File: src/rtl/alu_serial_seq.sv
// Bit-serial ALU sequencer: one WIDTH-bit add/sub/and/xor/slt, LSB first, one bit per clock.
// Operands live in shift registers; a single carry flop links successive bits.
module alu_serial_seq #(
  parameter int WIDTH = 8
) (
  input  logic             clk,
  input  logic             rst_n,
  input  logic             start,
  input  logic [2:0]       op,
  input  logic [WIDTH-1:0] a,
  input  logic [WIDTH-1:0] b,
  output logic             busy,
  output logic             done,
  output logic [WIDTH-1:0] result,
  output logic             zero,
  output logic             carry_out,
  output logic             err
);

  localparam int CW = (WIDTH > 1) ? $clog2(WIDTH) : 1;
  localparam logic [CW-1:0] LAST = CW'(WIDTH - 1);

  localparam logic [2:0] OP_ADD = 3'b000;
  localparam logic [2:0] OP_SUB = 3'b001;
  localparam logic [2:0] OP_AND = 3'b010;
  localparam logic [2:0] OP_XOR = 3'b011;
  localparam logic [2:0] OP_SLT = 3'b101;

  typedef enum logic [1:0] {IDLE, RUN, DONE} state_e;

  state_e           state_q;
  logic [WIDTH-1:0] a_q, b_q, result_q;
  logic [2:0]       op_q;
  logic [CW-1:0]    cnt_q;
  logic             c_q, busy_q, done_q, zero_q, carry_q, err_q;

  logic             ai, bi, s, c_d, arith;
  logic [WIDTH-1:0] shifted, res_fin;

  function automatic logic is_legal(input logic [2:0] o);
    return (o == OP_ADD) || (o == OP_SUB) || (o == OP_AND) ||
           (o == OP_XOR) || (o == OP_SLT);
  endfunction

  // Single 1-bit slice; sub/slt run as A + ~B + 1 with carry preset to 1.
  always_comb begin
    ai      = a_q[0];
    bi      = b_q[0] ^ ((op_q == OP_SUB) || (op_q == OP_SLT));
    arith   = (op_q == OP_ADD) || (op_q == OP_SUB) || (op_q == OP_SLT);
    s       = 1'b0;
    c_d     = c_q;
    case (op_q)
      OP_ADD, OP_SUB, OP_SLT: begin
        s   = ai ^ bi ^ c_q;
        c_d = (ai & bi) | (ai & c_q) | (bi & c_q);
      end
      OP_AND:  s = ai & b_q[0];
      OP_XOR:  s = ai ^ b_q[0];
      default: s = 1'b0;
    endcase
    shifted = {s, result_q[WIDTH-1:1]};
    res_fin = (op_q == OP_SLT) ? {{(WIDTH-1){1'b0}}, ~c_d} : shifted;
  end

  always_ff @(posedge clk or negedge rst_n) begin
    if (!rst_n) begin
      state_q  <= IDLE;
      a_q      <= '0;
      b_q      <= '0;
      op_q     <= '0;
      cnt_q    <= '0;
      c_q      <= 1'b0;
      result_q <= '0;
      busy_q   <= 1'b0;
      done_q   <= 1'b0;
      zero_q   <= 1'b0;
      carry_q  <= 1'b0;
      err_q    <= 1'b0;
    end else begin
      case (state_q)
        IDLE: begin
          if (start) begin
            a_q   <= a;
            b_q   <= b;
            op_q  <= op;
            cnt_q <= '0;
            c_q   <= (op == OP_SUB) || (op == OP_SLT);
            if (is_legal(op)) begin
              state_q <= RUN;
              busy_q  <= 1'b1;
            end else begin
              state_q  <= DONE;
              done_q   <= 1'b1;
              result_q <= '0;
              zero_q   <= 1'b1;
              carry_q  <= 1'b0;
              err_q    <= 1'b1;
            end
          end
        end
        RUN: begin
          a_q      <= a_q >> 1;
          b_q      <= b_q >> 1;
          c_q      <= c_d;
          cnt_q    <= cnt_q + 1'b1;
          result_q <= shifted;
          if (cnt_q == LAST) begin
            state_q  <= DONE;
            busy_q   <= 1'b0;
            done_q   <= 1'b1;
            result_q <= res_fin;
            zero_q   <= (res_fin == '0);
            carry_q  <= arith ? c_d : 1'b0;
            err_q    <= 1'b0;
          end
        end
        DONE: begin
          state_q <= IDLE;
          done_q  <= 1'b0;
        end
        default: begin
          state_q <= IDLE;
          busy_q  <= 1'b0;
          done_q  <= 1'b0;
        end
      endcase
    end
  end

  assign busy      = busy_q;
  assign done      = done_q;
  assign result    = result_q;
  assign zero      = zero_q;
  assign carry_out = carry_q;
  assign err       = err_q;

endmodule

File: config.mk
export PLATFORM = sky130hd
export DESIGN_NAME = alu_serial_seq
export DESIGN_NICKNAME = d
export VERILOG_FILES = /design/src/rtl/alu_serial_seq.sv
export SDC_FILE = /design/constraint.sdc
export NUM_CORES = 1
export LEC_CHECK = 0
export ABC_AREA = 1
export BUFFER_PORTS_ARGS = -buffer_cell sky130_fd_sc_hd__buf_2
export CORE_UTILIZATION = 54
export DETAILED_ROUTE_END_ITERATION = 8
export HOLD_SLACK_MARGIN = 0.06
export PLACE_DENSITY = 0.78
export SETUP_SLACK_MARGIN = 0.5
export SYNTH_ARGS = -nofsm -noshare
export SYNTH_HDL_FRONTEND = slang
export SYNTH_SLANG_ARGS = --single-unit
File: constraint.sdc
create_clock -name clk -period 1.71 [get_ports clk]
set_input_delay 0.342 -clock clk [delete_from_list [all_inputs] [get_ports clk]]
set_output_delay 0.342 -clock clk [all_outputs]
set_load 0.1 [all_outputs]
* Yosys cells after proc, flatten, opt, wreduce, memory -nomap -nowiden
Cells that the tools add are included.
W data, S select, Z words.
** Word-level totals
- Flip-flop bits (word level) :: 38
- Logic and storage cells :: 96
- Output and inout port bits :: 13
- Input port bits :: 22
** Cells by class
- Eq/ne operators :: 15
- $add $sub $neg :: 1
- Multiplexer cells :: 35
- Bitwise operators :: 12
- Reductions and logical operators :: 21
** Operator list (number)
- $mux W8 :: 6
- $pmux W8 S2 :: 3
- $mux W1 :: 13
- $eq A3 B2 Y1 const B :: 4
- $pmux W1 S2 :: 5
- $eq A3 B3 Y1 const B :: 3
- $logic_not A8 Y1 :: 1
- $logic_or A1 B1 Y1 :: 8
- $ne A2 B2 Y1 const B :: 4
- $reduce_and A4 Y1 :: 2
- $eq A3 B1 Y1 const B :: 2
- $logic_not A3 Y1 :: 2
- $mux W2 :: 3
- $pmux W1 S3 :: 2
- $pmux W3 S2 :: 1
- $reduce_and A2 Y1 :: 3
- $reduce_and A3 Y1 :: 2
- $and A1 B1 Y1 :: 4
- $pmux W2 S2 :: 1
- $xor A1 B1 Y1 :: 4
- $add A3 B1 Y3 const B :: 1
- $mux W3 :: 1
- $reduce_or A3 Y1 :: 1
- $eq A2 B1 Y1 const B :: 1
- other kinds (5) :: 7

* Longest topological paths before layout
Gate-level depths: netlist of the first run.
- Depth in word-level cells :: 12
- Gate-level depth with buffers :: 12

* Least setup slack after synthesis of the first run
Ideal clock, no wire load.
- Path type :: register to register
- Start point :: register result_q[2], in the netlist result[2]
- End point :: register zero_q, in the netlist zero
- Setup slack :: 89 ps
- Cell stages (with the launch flop) :: 10
- Library setup time :: 113 ps
- Period minus slack after synthesis :: 1621 ps
- Arrival time :: 1508 ps
- Path through :: dfrtp_1 -> inv_1 -> nand2_1 -> nor2_1 -> nand2_1 -> nor2_1 -> nand2_1 -> nand3_1 -> nand2_1 -> inv_1
** Between the ends
- Cells in the longest elaborated chain, start to end :: 4
** Ends and longest elaborated chain
- start: declaration :: RTL line 32 : logic [WIDTH-1:0] a_q, b_q, result_q;
- start signal: assignment :: RTL line 106 : result_q <= shifted;
- start signal: assignment :: RTL line 111 : result_q <= res_fin;
- $mux W8 :: RTL line 62 : res_fin = (op_q == OP_SLT) ? {{(WIDTH-1){1'b0}}, ~c_d} : shifted;
- $logic_not A8 Y1 :: RTL line 112 : zero_q <= (res_fin == '0);
- $mux W1 :: RTL line 107 : if (cnt_q == LAST) begin
- $pmux W1 S2 :: RTL line 80 : case (state_q)
- end signal: assignment :: RTL line 112
- end: declaration :: RTL line 35 : logic c_q, busy_q, done_q, zero_q, carry_q, err_q;
No other way between the ends. The select of a mux whose other input is x is not followed.
A chain may end at the register's enable or synchronous reset.

* Final worst setup path of the first run
- Start point :: register op_q[0]
- End point :: register zero_q, in the netlist zero
** Between the ends
- Cells in the longest elaborated chain, start to end :: 12
** Ends and longest elaborated chain
- start: declaration :: RTL line 33 : logic [2:0] op_q;
- start signal: assignment :: RTL line 85 : op_q <= op;
- $eq A3 B1 Y1 or $eq A3 B3 Y1 (tied branches) :: RTL line 48, 52, 62
- $logic_or A1 B1 Y1 :: RTL line 48 : bi = b_q[0] ^ ((op_q == OP_SUB) || (op_q == OP_SLT));
- $xor A1 B1 Y1 :: RTL line 48
- $and A1 B1 Y1 :: RTL line 55 : c_d = (ai & bi) | (ai & c_q) | (bi & c_q);
- $or A1 B1 Y1 (2 in a row) :: RTL line 55
- $mux W1 :: RTL line 52 : case (op_q)
- $not A1 Y1 :: RTL line 62
- $mux W8 (*) :: RTL line 62
- $logic_not A8 Y1 (*) :: RTL line 112
- $mux W1 (*) :: RTL line 107
- $pmux W1 S2 (*) :: RTL line 80
Mark *: on every way between the ends. The rest lies on a longest branch, timed or not. The select of a mux whose other input is x is not followed.

==> results_dict.tcl, run 1 <==
set metrics [dict create \
    min_period_ns 1.74 \
    die_height_microns 60.3 \
    synthCells 215 \
    ios 35 \
    insertion_delay_ns 0.36 \
    placed_area_sq_mm 0.00216 \
    cts_buffers 5 \
    finalInstanceArea_sq_mm 0.00281 \
    port_buffers 34 \
    root_buffer "clkbuf_4" \
    cp-startpoint "op_q[0]" \
    synth_edf_count 0 \
    synthDominantCellAreaShare 0.518 \
    initial_core_util 0.586 \
    drc_errors 0 \
    area_delta_synth_final_pct 53.1 \
    drt-pass1-iter-count 4 \
    nets 304 \
    reg2reg_from "op_q[0]" \
    antenna_found_initial 0 \
    violations "negative setup slack" \
    htreeDepth 2 \
    ys_seq_area_frac 0.518 \
    overflow 0 \
    synth.most_common_cell "nand2_1" \
    synth_seq_cells 38 \
    ys_warn_count 0 \
    whs_ns 0.220 \
    synth_top_cells_by_count "nand2_1 (56), dfrtp_1 (38), inv_1 (33)" \
    clockBufferDepth 2 \
    routabilityCongestion 0.787 \
    synth_ff_type "dfrtp_1" \
    clk_pin_slew_ns 0.13 \
    grt.total_usage 0.279 \
    syn-num-nets 241 \
    synth_area_per_cell_sq_um 8.53 \
    rows 20 \
    synthXorXnorAreaFrac 0.00477 \
    grt_pass1_vias 1622 \
    end_kind "flop" \
    ys_types 28 \
    dr_total_vias 1782 \
    path_max_fanout 3 \
    power.density_mw_per_mm2 2320 \
    hpwl_microns 2570 \
    fmax_ghz 0.576 \
    hp-start "a[7]" \
    hp-class "in -> reg" \
    n_antenna_cell 0 \
    cts.sinks 38 \
    coreArea_sq_mm 0.00313 \
    slew_headroom 0.709 \
    synth-simple-area-share 0.207 \
    die_area_sq_mm 0.00363 \
    avgViaCountPerCell 5.52 \
    outcome "finished, violations left" \
    syn-cell-area_sq_mm 0.00183 \
    ant_nets 0 \
    cts_tree "built" \
    synth_mux_area_frac 0 \
    setup_viol_count_final 1 \
    cp.required_ns 1.96 \
    layout-drive-gt1-share 0.466 \
    synth_top_cell_by_area "dfrtp_1" \
    crit_type "reg -> reg" \
    leakage_nw 1.40 \
    tightest_slew_ns 0.437 \
    die_x_microns 60.3 \
    peakVddDrop_mv 1.68 \
    cp-start-kind "flop" \
    drtIter0Drc 116 \
    worstPathArrival_ns 1.99 \
    rsz0062_at_grt "true" \
    utilization 0.898 \
    grt_pass1_wl_microns 7290 \
    power.total_mw 6.53 \
    synthAdderAreaFrac 0.0314 \
    cap_violations 0 \
    routed_wl_microns 5540 \
    report.final.slew_viol_count 0 \
    synth-compound-area-share 0.143 \
    fin_skew_ns 0.0169 \
    synth_top_family_by_area "simple AND/OR/NAND/NOR gates" \
    post-route-period-util 1.02 \
    grt_max_degree 23 \
    synth.area.top_cells "dfrtp_1 (52%), nand2_1 (11%), inv_1 (6.8%), nor2_1 (3.3%), o21ai_1 (2.5%)" \
    fin_ws_ns -0.0274 \
    hold_violations 0 \
    routedWlPerCell_microns 17.1 \
    ys_async_sr_fraction 1.00 \
]
## final timing paths
| kind | end | slack, ns | cells after the start |
|---|---|---|---|
| max | zero | -0.03 | 11 |
| min | a_q[7] | 0.22 | 2 |
| max reg2reg | zero | -0.03 | 11 |
| min reg2reg | a_q[3] | 0.51 | 2 |
| max in group asynchronous | result[2] | 0.79 | 3 |
| min in group asynchronous | b_q[1] | 0.43 | 2 |
## layout make-up
type	count	area [sq um]
flip-flops and latches	38	968
multi-input cells	134	910
repair buffers	62	666
fillers	140	319
inverters	37	146
well taps	44	55.1
clock buffers	6	51.3
clock inverters	2	12.5
## power by group
group	total [mW]	leakage, nW	switching [mW]	internal, mW
clock network	0.513	0.0343	0.316	0.198
logic	4.34	0.920	2.53	1.81
registers	1.67	0.443	0.349	1.32
total	6.53	1.40	3.20	3.33
## cells by family (layout without fill, tap and decap cells)
family / Yosys count / after routing
xor+xnor: 1 / 1
fa+ha+maj: 4 / 4
compound gates: 38 / 38
simple gates: 91 / 91
buf+inv: 43 / 107
flops: 38 / 38
## cells in the final DEF (no fill, tap or decap), types with 8 or more instances in the layout
| cell type | synthesis | routed |
|---|---|---|
| nand2_4 | 1 | 8 |
| buf_12 | 0 | 16 |
| dfrtp_1 | 38 | 24 |
| nand2_1 | 56 | 43 |
| buf_4 | 0 | 16 |
| nor2_1 | 16 | 15 |
| buf_2 | 0 | 21 |
| o21ai_1 | 9 | 11 |
| dfrtp_2 | 0 | 14 |
| inv_1 | 33 | 31 |
## critical path: stages (launching register included)
cell     delay, ns
dfrtp_1       0.45
nand2_4       0.12
xor2_2        0.15
fa_1          0.43
inv_1         0.07
nand2_1       0.05
nand2_1       0.06
inv_1         0.05
nand2_1       0.05
nand3_1       0.07
nand2_1       0.10
inv_1         0.05
## registers in the layout (all words and copies together), names as in the netlist
| signal | flops |
|---|---|
| state_q | 2 |
| done | 1 |
| op_q | 3 |
| zero | 1 |
| c_q | 1 |
| busy | 1 |
| carry_out | 1 |
| a_q | 8 |
| result | 8 |
| cnt_q | 3 |
| b_q | 8 |
| err | 1 |
## metrics by stage
stage          setup slack [ns]  cells  TNS, ns
2_1_floorplan             0.146    215        0
3_3_place_gp             0.0890    292        0
3_5_place_dp             0.0235    292        0
4_1_cts                  0.0443    319        0
5_1_grt                  -0.158    323   -0.158
6_report                -0.0274    323  -0.0274
## routing by layer
| metal | share of wire | vias to the layer above | routed length (microns) | global-route usage |
|---|---|---|---|---|
| li1 | - | 812 | - | - |
| met1 | 0.38 | 859 | 2090 | 0.375 |
| met2 | 0.51 | 86 | 2830 | 0.446 |
| met4 | 0.040 | 0 | 224 | 0.0963 |
| met5 | 0 | - | 0 | 0 |
| met3 | 0.070 | 25 | 387 | 0.0584 |
## repair_timing
action / CTS / global route
resized for setup: 58 / 44
setup endpoints to repair: 50 / 51
endpoints found under the hold margin: 17 / 0
hold buffers: 1 / 0
pin swaps: 12 / 9
buffers inserted: 17 / 4
gates cloned: 1 / 0
(Power assumes the default switching activity.)
==> inputs of run 2 (changes only) <==
==> constraint.sdc (replaced) <==
create_clock -name clk -period 1.7 [get_ports clk]
set_input_delay 0.34 -clock clk [delete_from_list [all_inputs] [get_ports clk]]
set_output_delay 0.34 -clock clk [all_outputs]
set_load 0.1 [all_outputs]
==> run 2 against run 1 <==
  * The flow still finishes with violations (negative setup slack)
  * Highest routed layer unchanged
  * Largest power group unchanged
  * Core utilization up 4.2 points
  * Worst setup slack lost 0.13 ns
  * Maximum frequency is 6.3% lower
  * Combinational power increased by 11%
==> results_dict.tcl, run 2 (same netlist as run 1, synthesis figures left out) <==
set metrics [dict create \
    outcome "finished, violations left" \
    violations "negative setup slack" \
    avgViaCountPerCell 5.94 \
    coreArea_sq_mm 0.00313 \
    end_kind "flop" \
    dr_total_vias 1932 \
    cts_buffers 5 \
    drt-pass1-iter-count 7 \
    area_delta_synth_final_pct 60.3 \
    initial_core_util 0.586 \
    final_common_cell "nand2_1" \
    routed_wl_microns 6510 \
    ant_nets 0 \
    drtIter0Drc 216 \
    root_buffer "clkbuf_4" \
    nets 306 \
    post-route-period-util 1.09 \
    fin_skew_ns 0.0111 \
    grtUsageMet1 0.383 \
    cp-start-kind "flop" \
    placed_cells 292 \
    clockBufferDepth 2 \
    reg2reg_from "op_q[0]" \
    hpwl_microns 2570 \
    report.final.slew_viol_count 0 \
    htreeDepth 2 \
    cp.required_ns 1.94 \
    use_met2 0.443 \
    routabilityCongestion 0.787 \
    hp-class "in -> reg" \
    layout-drive-gt1-share 0.491 \
    tightest_slew_ns 0.435 \
    slew_headroom 0.710 \
    port_buffers 34 \
    insertion_delay_ns 0.35 \
    cts_tree "built" \
    grt_max_degree 23 \
    r2r_cells 11 \
    cts.sinks 38 \
    min_period_ns 1.85 \
    grt_pass1_wl_microns 7270 \
    instances_no_fill 325 \
    clk_pin_slew_ns 0.12 \
    met3_usage 0.0541 \
    grt.total_usage 0.278 \
    antenna_found_initial 0 \
    die_height_microns 60.3 \
    hold_violations 0 \
    rows 20 \
    fin_ws_ns -0.154 \
    power.density_mw_per_mm2 2380 \
    routedWlPerCell_microns 20.0 \
    rsz0062_at_grt "true" \
    place_ws_ns 0.0135 \
    ios 35 \
    grt_pass1_vias 1597 \
    die_area_sq_mm 0.00363 \
    n_antenna_cell 0 \
    rrSetupSlack_ns -0.15 \
    die_x_microns 60.3 \
    cap_violations 0 \
    fmax_ghz 0.539 \
    peakVddDrop_mv 1.66 \
    worstPathArrival_ns 2.09 \
    setup_tns_ns -0.266 \
    overflow 0 \
    top_usage_layer "met2" \
    cp-startpoint "op_q[0]" \
    crit_end "zero" \
    whs_ns 0.238 \
    timing.rr.end "zero" \
    leakage_nw 1.43 \
    power.total_mw 6.99 \
    path_max_fanout 3 \
    setup_viol_count_final 2 \
    drc_errors 0 \
    final_cell_mix "nand2_1 (44), inv_1 (31), dfrtp_1 (24), buf_2 (21), buf_12 (17)" \
    crit_type "reg -> reg" \
]
## run 2: cell count changes in the layout (fill, tap and decap cells not counted), sizes merged
cell / previous run / this run
buf: 61 / 62
clkbuf: 6 / 7
## run 2: cell type report
type | instances | area, sq um
tap | 44 | 55.1
fill | 90 | 188
multi-input combinational | 134 | 992
clock buffer | 6 | 51.3
timing repair buffer | 64 | 714
inverter | 37 | 146
clock inverter | 2 | 12.5
sequential | 38 | 968
## run 2: power by group
group / internal [mW] / total (mW) / switching, mW
sequential: 1.33 / 1.69 / 0.362
clock: 0.199 / 0.498 / 0.300
combinational: 1.95 / 4.80 / 2.85
total: 3.47 / 6.99 / 3.52
## run 2: worst min path at each step
stage	depth (start not counted)	slack, ns	endpoint	from
after global routing	2	0.23	a_q[7]	a[7]
after global placement	1	0.30	a_q[2]	rst_n
after detailed placement	1	0.30	a_q[2]	rst_n
after CTS	2	0.23	a_q[7]	a[7]
after floorplan	0	0.04	a_q[0]	rst_n
final	2	0.24	b_q[7]	b[7]
## run 2: worst max-delay path, stage by stage (launching register included)
cell and delay, ns:
dfrtp_1 0.47, nand2_4 0.12, xor2_2 0.16, fa_1 0.46, inv_1 0.09, nand2_1 0.06
nand2_1 0.06, inv_1 0.06, nand2_1 0.06, nand3_1 0.08, nand2_1 0.08, inv_1 0.05
## run 2: timing repair
item,CTS,global route
endpoints found under the hold margin,17,0
setup endpoints to repair,50,51
setup buffers,17,5
cloned,1,1
gates resized for setup,60,64
hold buffers,1,0
pin swaps,12,14
## run 2: per-stage QoR
stage / instance area [sq um] / util
3_3_place_gp: 2160 / 0.690
5_1_grt: 2940 / 0.940
4_1_cts: 2590 / 0.829
6_report: 2940 / 0.940
2_1_floorplan: 1920 / -
3_5_place_dp: 2160 / 0.690
## run 2: routing by layer
metal / vias to the layer above / share of wire
li1: 829 / -
met1: 919 / 0.36
met2: 150 / 0.51
met3: 34 / 0.087
met4: 0 / 0.045
met5: - / 0
